<file path="src/rtl/program_loader.sv">
// program_loader: fills the core's instruction cache and data memory from a
// host valid/ready word stream, then raises load_done.
//   clk, rst        : clock, synchronous active-high reset
//   start           : begins a load from IDLE or DONE
//   in_valid/in_data/in_ready : host word handshake
//   cache_we/cache_addr/cache_wdata : instruction cache write port
//   mem_we/mem_addr/mem_wdata       : data memory write port
//   load_done       : load complete, held until next start or rst
//   err_overflow    : sticky, an instruction or bubble slot was dropped
module program_loader #(
  parameter int NUM_INSTRUCTIONS = 16,
  parameter int CACHE_DEPTH      = 48,
  parameter int WORDS_IN_MEMORY  = 32,
  parameter int NUM_SIZE         = 16
) (
  input  logic                               clk,
  input  logic                               rst,
  input  logic                               start,
  input  logic                               in_valid,
  input  logic [31:0]                        in_data,
  output logic                               in_ready,
  output logic                               cache_we,
  output logic [$clog2(CACHE_DEPTH)-1:0]     cache_addr,
  output logic [31:0]                        cache_wdata,
  output logic                               mem_we,
  output logic [$clog2(WORDS_IN_MEMORY)-1:0] mem_addr,
  output logic [NUM_SIZE-1:0]                mem_wdata,
  output logic                               load_done,
  output logic                               err_overflow
);

  localparam int CAW = $clog2(CACHE_DEPTH);
  localparam int MAW = $clog2(WORDS_IN_MEMORY);
  localparam int ICW = $clog2(NUM_INSTRUCTIONS + 1);
  localparam int NI_M1 = NUM_INSTRUCTIONS - 1;
  localparam int WL    = WORDS_IN_MEMORY - 1;

  localparam logic [CAW:0]   DEPTH_P = CACHE_DEPTH[CAW:0];
  localparam logic [CAW:0]   PTR_ONE = 1;
  localparam logic [ICW-1:0] NI_P    = NUM_INSTRUCTIONS[ICW-1:0];
  localparam logic [ICW-1:0] NI_M1_P = NI_M1[ICW-1:0];
  localparam logic [ICW-1:0] IC_ONE  = 1;
  localparam logic [MAW-1:0] WL_P    = WL[MAW-1:0];
  localparam logic [MAW-1:0] DC_ONE  = 1;

  typedef enum logic [2:0] {
    S_IDLE, S_INSTR, S_BUBBLE, S_FILL, S_DATA, S_DONE
  } state_t;

  state_t               state_q, state_d;
  logic [CAW:0]         ptr_q, ptr_d;
  logic [ICW-1:0]       icnt_q, icnt_d;
  logic [MAW-1:0]       dcnt_q, dcnt_d;
  logic [1:0]           bub_q, bub_d;
  logic                 in_ready_q, in_ready_d;
  logic                 cache_we_q, cache_we_d;
  logic [CAW-1:0]       cache_addr_q, cache_addr_d;
  logic [31:0]          cache_wdata_q, cache_wdata_d;
  logic                 mem_we_q, mem_we_d;
  logic [MAW-1:0]       mem_addr_q, mem_addr_d;
  logic [NUM_SIZE-1:0]  mem_wdata_q, mem_wdata_d;
  logic                 load_done_q, load_done_d;
  logic                 err_q, err_d;
  logic                 hs;
  logic                 bub_end;
  logic [5:0]           opcode;

  always_comb begin
    state_d       = state_q;
    ptr_d         = ptr_q;
    icnt_d        = icnt_q;
    dcnt_d        = dcnt_q;
    bub_d         = bub_q;
    cache_we_d    = 1'b0;
    cache_addr_d  = cache_addr_q;
    cache_wdata_d = '0;
    mem_we_d      = 1'b0;
    mem_addr_d    = mem_addr_q;
    mem_wdata_d   = mem_wdata_q;
    err_d         = err_q;
    bub_end       = 1'b0;
    hs            = in_valid && in_ready_q;
    opcode        = in_data[23:18];

    case (state_q)
      S_IDLE, S_DONE: begin
        if (start) begin
          state_d = S_INSTR;
          ptr_d   = '0;
          icnt_d  = '0;
          dcnt_d  = '0;
          bub_d   = '0;
          err_d   = 1'b0;
        end
      end
      S_INSTR: begin
        if (hs) begin
          icnt_d = icnt_q + IC_ONE;
          if (ptr_q < DEPTH_P) begin
            cache_we_d    = 1'b1;
            cache_addr_d  = ptr_q[CAW-1:0];
            cache_wdata_d = in_data;
            ptr_d         = ptr_q + PTR_ONE;
          end else begin
            err_d = 1'b1;
          end
          if (opcode >= 6'd2 && opcode <= 6'd5) begin
            bub_d   = 2'd2;
            state_d = S_BUBBLE;
          end else if (icnt_q == NI_M1_P) begin
            // A full cache skips FILL so the load latency is unchanged.
            state_d = (ptr_d < DEPTH_P) ? S_FILL : S_DATA;
          end
        end
      end
      S_BUBBLE: begin
        if (ptr_q < DEPTH_P) begin
          cache_we_d   = 1'b1;
          cache_addr_d = ptr_q[CAW-1:0];
          ptr_d        = ptr_q + PTR_ONE;
          bub_d        = bub_q - 2'd1;
          bub_end      = (bub_q == 2'd1);
        end else begin
          err_d   = 1'b1;
          bub_d   = '0;
          bub_end = 1'b1;
        end
        if (bub_end) begin
          if (icnt_q == NI_P) state_d = (ptr_d < DEPTH_P) ? S_FILL : S_DATA;
          else                state_d = S_INSTR;
        end
      end
      S_FILL: begin
        if (ptr_q < DEPTH_P) begin
          cache_we_d   = 1'b1;
          cache_addr_d = ptr_q[CAW-1:0];
          ptr_d        = ptr_q + PTR_ONE;
          if (ptr_d >= DEPTH_P) state_d = S_DATA;
        end else begin
          state_d = S_DATA;
        end
      end
      S_DATA: begin
        if (hs) begin
          mem_we_d    = 1'b1;
          mem_addr_d  = dcnt_q;
          mem_wdata_d = in_data[NUM_SIZE-1:0];
          dcnt_d      = dcnt_q + DC_ONE;
          if (dcnt_q == WL_P) state_d = S_DONE;
        end
      end
      default: state_d = S_IDLE;
    endcase

    in_ready_d  = (state_d == S_INSTR) || (state_d == S_DATA);
    // Registered one cycle behind DONE entry so it follows the last mem_we.
    load_done_d = (state_q == S_DONE) && (state_d == S_DONE);
  end

  always_ff @(posedge clk) begin
    if (rst) begin
      state_q       <= S_IDLE;
      ptr_q         <= '0;
      icnt_q        <= '0;
      dcnt_q        <= '0;
      bub_q         <= '0;
      in_ready_q    <= 1'b0;
      cache_we_q    <= 1'b0;
      cache_addr_q  <= '0;
      cache_wdata_q <= '0;
      mem_we_q      <= 1'b0;
      mem_addr_q    <= '0;
      mem_wdata_q   <= '0;
      load_done_q   <= 1'b0;
      err_q         <= 1'b0;
    end else begin
      state_q       <= state_d;
      ptr_q         <= ptr_d;
      icnt_q        <= icnt_d;
      dcnt_q        <= dcnt_d;
      bub_q         <= bub_d;
      in_ready_q    <= in_ready_d;
      cache_we_q    <= cache_we_d;
      cache_addr_q  <= cache_addr_d;
      cache_wdata_q <= cache_wdata_d;
      mem_we_q      <= mem_we_d;
      mem_addr_q    <= mem_addr_d;
      mem_wdata_q   <= mem_wdata_d;
      load_done_q   <= load_done_d;
      err_q         <= err_d;
    end
  end

  assign in_ready     = in_ready_q;
  assign cache_we     = cache_we_q;
  assign cache_addr   = cache_addr_q;
  assign cache_wdata  = cache_wdata_q;
  assign mem_we       = mem_we_q;
  assign mem_addr     = mem_addr_q;
  assign mem_wdata    = mem_wdata_q;
  assign load_done    = load_done_q;
  assign err_overflow = err_q;

endmodule

</file>
<file path="config.mk">
export PLATFORM = sky130hd
export DESIGN_NAME = program_loader
export DESIGN_NICKNAME = d
export VERILOG_FILES = /design/src/rtl/program_loader.sv
export SDC_FILE = /design/constraint.sdc
export NUM_CORES = 1
export LEC_CHECK = 0
export BUFFER_PORTS_ARGS = -buffer_cell sky130_fd_sc_hd__buf_2
export CAP_MARGIN = 30
export CELL_PAD_IN_SITES_DETAIL_PLACEMENT = 1
export CELL_PAD_IN_SITES_GLOBAL_PLACEMENT = 1
export CORE_UTILIZATION = 38
export CTS_BUF_LIST = sky130_fd_sc_hd__clkbuf_16
export CTS_CLUSTER_DIAMETER = 30
export DETAILED_ROUTE_END_ITERATION = 16
export PLACE_DENSITY_LB_ADDON = 0.08
export SYNTH_ARGS = -nofsm -noshare
export SYNTH_HDL_FRONTEND = slang
export SYNTH_SLANG_ARGS = --single-unit
</file>
<file path="constraint.sdc">
create_clock -name clk -period 2.8 [get_ports clk]
set_clock_uncertainty 0.1 [all_clocks]
set_input_delay 0 -clock clk [delete_from_list [all_inputs] [get_ports clk]]
set_output_delay 0 -clock clk [all_outputs]
set_load 0.01 [all_outputs]
</file>
Word level (Yosys, flattened, before mapping):

Index checks and enable logic that the tools add are counted.

* output and inout port bits: 64
* register bits after elaboration: 86

* reductions and logical operators: 21
* equal/unequal tests: 16
* bitwise operators: 4
* add/sub/neg operators: 4
* $lt $le $gt $ge: 6
* multiplexer cells: 43

Operators with widths (number)
* two-way mux 7 bit: 6
* two-way mux 3 bit: 12
* case mux 7 bit (4 select lines): 1
* < comparator 7 x 6 -> 1 bit (second input constant): 3
* case mux 5 bit (2 select lines): 2
* two-way mux 5 bit: 3
* case mux 3 bit (5 select lines): 1
* equality test 3 bit (second input constant): 4
* two-way mux 6 bit: 2
* case mux 6 bit (2 select lines): 1
* AND reduction 3 bit: 4
* adder 5 x 1 -> 5 bit (second input constant): 2
* equality test 5 bit (second input constant): 2
* two-way mux 1 bit: 8
* two-way mux 2 bit: 4
* != test 2 bit (second input constant): 4
* adder 7 x 1 -> 7 bit (second input constant): 1
* >= comparator 7 x 6 -> 1 bit (second input constant): 1
* equality test 3 x 1 -> 1 bit (second input constant): 2
* equality test 3 x 2 -> 1 bit (second input constant): 2
* >= comparator 6 x 2 -> 1 bit (second input constant): 1
* less-or-equal comparator 6 x 3 -> 1 bit (second input constant): 1
* case mux 2 bit (3 select lines): 1
* nonzero test 2 bit: 3
* 15 further kinds: 23

Depth between registers and ports, before layout:

* depth after elaboration: 12
* gate-level depth with buffers: 8
* depth with buffers taken out: 8

Worst setup path before layout:

No wires, ideal clock.

* path kind: register -> register
* start: reg dcnt_q[0]
* end: reg in_ready_q, in the netlist in_ready
* data required time: 2.576 ns
* stages on the path, launching flop included: 9
* buffers on the path: 0
* arrival: 1.914 ns
* path slack: 0.661 ns
* path through: dfxtp_1 ha_1 and3_1 ha_1 a31o_2 a221o_1 a32o_1 o31ai_1 o31ai_1

* cells in the longest elaborated chain, start to end: 6
* elaborated cells on any way between the ends: 7

RTL lines
* from (decl): RTL line 53 `logic [MAW-1:0] dcnt_q, dcnt_d;`
* from (signal assigned): RTL line 180 `dcnt_q <= dcnt_d;`
* equality test 5 bit *: RTL line 149 `if (dcnt_q == WL_P) state_d = S_DONE;`
* two-way mux 3 bit *: RTL line 149
* two-way mux 3 bit *: RTL line 144 `if (hs) begin`
* case mux 3 bit (5 select lines) *: RTL line 85 `case (state_q)`
* equality test 3 x 1 -> 1 bit / equality test 3 bit (equally long branches): RTL line 155 `in_ready_d = (state_d == S_INSTR) || (state_d == S_DATA);`
* logical OR 1 bit *: RTL line 155
* to (signal assigned): RTL line 182 `in_ready_q <= in_ready_d;`
* to (decl): RTL line 55 `logic in_ready_q, in_ready_d;`

Every way passes the cells marked *; elsewhere a longest branch is shown, timed or not.
A chain may end at the register's enable or synchronous reset.

Worst setup path after layout:

Ends and elaborated chain as after synthesis.

==> key figures <==
STA
  – Pins Over Slew Limit: 0
  – RSZ-0062 raised after global routing: false
  – Worst-margin pin slew: 0.699 ns
  – Post-route clock period utilization: 82.1%
  – Setup TNS: 0 ns
  – WHS: 0.0773 ns
  – Fmax: 0.435 GHz
  – Final hold vios: 0
  – Final Critical Period: 2.30 ns
  – Final Setup Violations: 0
  – Normalized max-slew margin: 53.3%

Setup path
  – Crit path to: in_ready
  – Setup crit start: dcnt_q[0]
  – R2R depth: 8
  – Max incr delay on CP: 0.34 ns
  – Critical Path Fanout Max: 4
  – Worst reg2reg setup slack: 0.50 ns
  – CP Class: reg2reg
  – WP buf/inv: 0
  – Critical path, cell by cell: ha_1, and3_1, ha_1, a31o_2, a221o_1, a32o_1, o31ai_1, o31ai_1
  – Stages on worst setup path: 8
  – Delay-heaviest family, CP: compound AO/OA/AOI/OAI gates
  – Startpoint types: flop
  – Worst setup EP type: flop
  – Arr. time, crit path: 2.42 ns
  – Worst r2r dst: in_ready
  – CP max-delay cell: dfxtp_1
  – Reg-to-Reg Start: dcnt_q[0]
  – Worst path required time: 2.92 ns

Place
  – Dpl hpwl: 5.81 mm
  – IO buf count: 99
  – Final GP Congestion: 0.794

GRT
  – First-pass GRT wire length: 13.7 mm
  – Vias in the first global route: 2948
  – Largest net degree at the start of global routing: 37
  – Grt ovf: 0
  – Initial antenna violation count: 0
  – Total GRT Usage: 19.6%

Die
  – Top-Level Pins: 100
  – Die height: 96.0 um
  – Die area: 9210 um^2
  – Starting Density: 40.0%
  – Die X: 96.0 um
  – Row cnt: 33
  – Core box area: 8380 um^2

Pwr
  – Sequential Power Share: 46.7%
  – Pint: 2.11 mW
  – Leakage: 2.05 nW
  – PwrDens: 586 nW/um^2
  – VDD IR max: 0.304 mV
  – NetSw: 0.586 mW
  – Clock Power Share: 46.6%
  – Switching Share: 21.8%
  – Logic gate share of total power: 6.8%

Clocking
  – Post_cts resized: 0
  – CTS tree: built
  – Clk slew on worst S/H paths: 0.06 ns
  – Clk sinks: 86
  – Clock Tree Buf Depth: 2
  – Latest clock arrival within the worst-skew pair: 0.33 ns
  – Htree depth: 3
  – Root buf cell: clkbuf_16
  – Postcts setup bufs: 0
  – CTS Buf Count: 9

Drt
  – Remaining DRCs: 0
  – Routed wire length: 8.75 mm
  – TritonRoute pass-1 iters: 4
  – Antenna viol nets, final: 0
  – Vias per cell: 4.95
  – Routed vias: 2968
  – Drt wl/cell: 14.6 um
  – DRT iter0 DRCs: 64

Synth
  – Ys async rst share: 0%
  – Yosys Warn Count: 0
  – Synth Cell Area: 3350 um^2
  – Yosys reg bits: 86
  – Net Count, Synth: 400
  – Post-synth EDFFs: 0
  – Synth Area per Inst: 9.40 um^2
  – Synth cell types: 59
  – Syn Inst Count: 357
  – Post-synthesis sequential area ratio: 51.3%
  – Synth Flop Type: dfxtp_1

Run status
  – Status: finished, final reports clean

Cells and area
  – Net total in the final layout: 534
  – Final core occ: 54.8%
  – Share of cells above drive strength 1: 27.5%
  – # diodes: 0
  – Area Growth Syn to Fin: 37.0%

Run
  – Max cap viols: 0

Worst hold path
  – Worst min path class: in2reg
-- cell families after synthesis --
logic type / after synthesis / synth area share, %
AOI/OAI and AO/OA: 64 / 12.7
xor gates and xnor gates: 8 / 2.09
adders and majority gates: 7 / 2.61
buffers and inverters: 26 / 3.92
DFF: 86 / 51.3
muxes: 10 / 2.98
and+or+nand+nor: 156 / 24.4
-- cell type report --
type | instances | area, um^2
Multi-Input combinational cell | 245 | 1510
Tap cell | 105 | 131
Clock buffer | 9 | 225
Timing Repair Buffer | 140 | 886
Clock inverter | 6 | 86.3
Fill cell | 982 | 3790
Sequential cell | 86 | 1720
Inverter | 9 | 33.8
-- Yosys cell counts (2+ instances only) --
cell type / instances / area, um^2
a211oi_1: 3 / 22.5
a21oi_1: 29 / 145
a22oi_1: 2 / 15.0
a31oi_1: 2 / 12.5
and2_1: 34 / 213
and3_1: 5 / 31.3
buf_6: 3 / 33.8
clkbuf_1: 12 / 45.0
dfxtp_1: 86 / 1720
ha_1: 7 / 87.6
inv_1: 9 / 33.8
mux2i_1: 10 / 100
nand2_1: 51 / 191
nand2b_1: 2 / 12.5
nand3_1: 5 / 25.0
nand3b_1: 2 / 15.0
nand4_1: 3 / 18.8
nor2_1: 29 / 109
nor2b_1: 2 / 12.5
nor3_1: 6 / 30.0
nor3b_1: 2 / 15.0
o21a_1: 2 / 15.0
o21ai_0: 6 / 30.0
o31ai_1: 2 / 15.0
or3_1: 3 / 18.8
xnor2_1: 4 / 35.0
xor2_1: 4 / 35.0
-- metrics by stage --
| stage | std cells | total power, mW | cell area, um^2 | setup slack (ns) |
|---|---|---|---|---|
| after floorplan | 357 | 1.37 | 3350 | 0.661 |
| after global placement | 552 | 1.42 | 3950 | 0.573 |
| after detailed placement | 552 | 1.43 | 3950 | 0.527 |
| after CTS | 600 | 2.73 | 4600 | 0.504 |
| after global routing | 600 | 2.79 | 4600 | 0.410 |
| final | 600 | 2.69 | 4600 | 0.501 |
-- metal layers --
metal  share of wire (%)  vias to the layer above  GRT usage [%]
li1                    -                     1478              -
met3                 4.3                       12           4.66
met1                  44                     1404           22.4
met4                 1.3                        0           7.09
met5                   0                        -              0
met2                  50                       74           35.5
-- what timing repair did --
action | CTS | global route
setup endpoints to repair | 0 | 0
hold endpoints to repair | 54 | 0
hold buffers | 33 | 0
-- placed cells by master, fill, tap and decap left out, types with 2 or more instances in the layout --
cell | netlist | layout
a31oi_1 | 2 | 2
nor2_1 | 29 | 29
ha_1 | 7 | 7
bufinv_16 | 0 | 2
buf_4 | 0 | 8
nor3_2 | 1 | 3
o31ai_1 | 2 | 2
xnor2_1 | 4 | 4
o21a_1 | 2 | 2
dlygate4sd3_1 | 0 | 33
buf_2 | 1 | 99
nor3b_1 | 2 | 2
nor2b_1 | 2 | 2
or3_1 | 3 | 3
inv_1 | 9 | 9
xor2_1 | 4 | 4
nand3b_1 | 2 | 2
nand2_1 | 51 | 51
o21ai_0 | 6 | 6
a21oi_1 | 29 | 29
and2_1 | 34 | 34
a22oi_1 | 2 | 2
and3_1 | 5 | 5
clkbuf_16 | 0 | 9
dfxtp_1 | 86 | 86
nand4_1 | 3 | 3
nand2b_1 | 2 | 2
mux2i_1 | 10 | 10
nand3_1 | 5 | 5
nor3_1 | 6 | 4
a211oi_1 | 3 | 3
-- power groups by stage --
stage | clock [mW] | combinational, mW | sequential (mW)
final | 1.25 | 0.182 | 1.26
after global routing | 1.33 | 0.202 | 1.26
after CTS | 1.29 | 0.182 | 1.26
after detailed placement | 0 | 0.144 | 1.28
after global placement | 0 | 0.140 | 1.28
after floorplan | 0 | 0.0950 | 1.28
-- sequential cells by signal (all words and copies together), names as in the netlist --
signal,count
cache_addr,6
mem_addr,5
icnt_q,5
mem_we,1
cache_wdata,32
dcnt_q,5
err_overflow,1
bub_q,2
in_ready,1
cache_we,1
state_q,3
mem_wdata,16
load_done,1
ptr_q,7
-- worst min-delay path by stage --
stage                      startpoint  depth (start not counted)  slack [ns]              end
final                           start                          3        0.08         ptr_q[6]
after global routing            start                          3        0.11         ptr_q[6]
after global placement    in_data[17]                          2         0.1  cache_wdata[17]
after floorplan            in_data[0]                          1        0.02   cache_wdata[0]
after CTS                       start                          3        0.06         ptr_q[6]
after detailed placement  in_data[17]                          2        0.11  cache_wdata[17]
-- worst reg2reg max path: stages, from the launching register on --
cell,delay [ns]
dfxtp_1,0.34
ha_1,0.24
and3_1,0.19
ha_1,0.18
a31o_2,0.24
a221o_1,0.29
a32o_1,0.23
o31ai_1,0.27
o31ai_1,0.10
No activity file was read; power rests on OpenSTA's default activity.
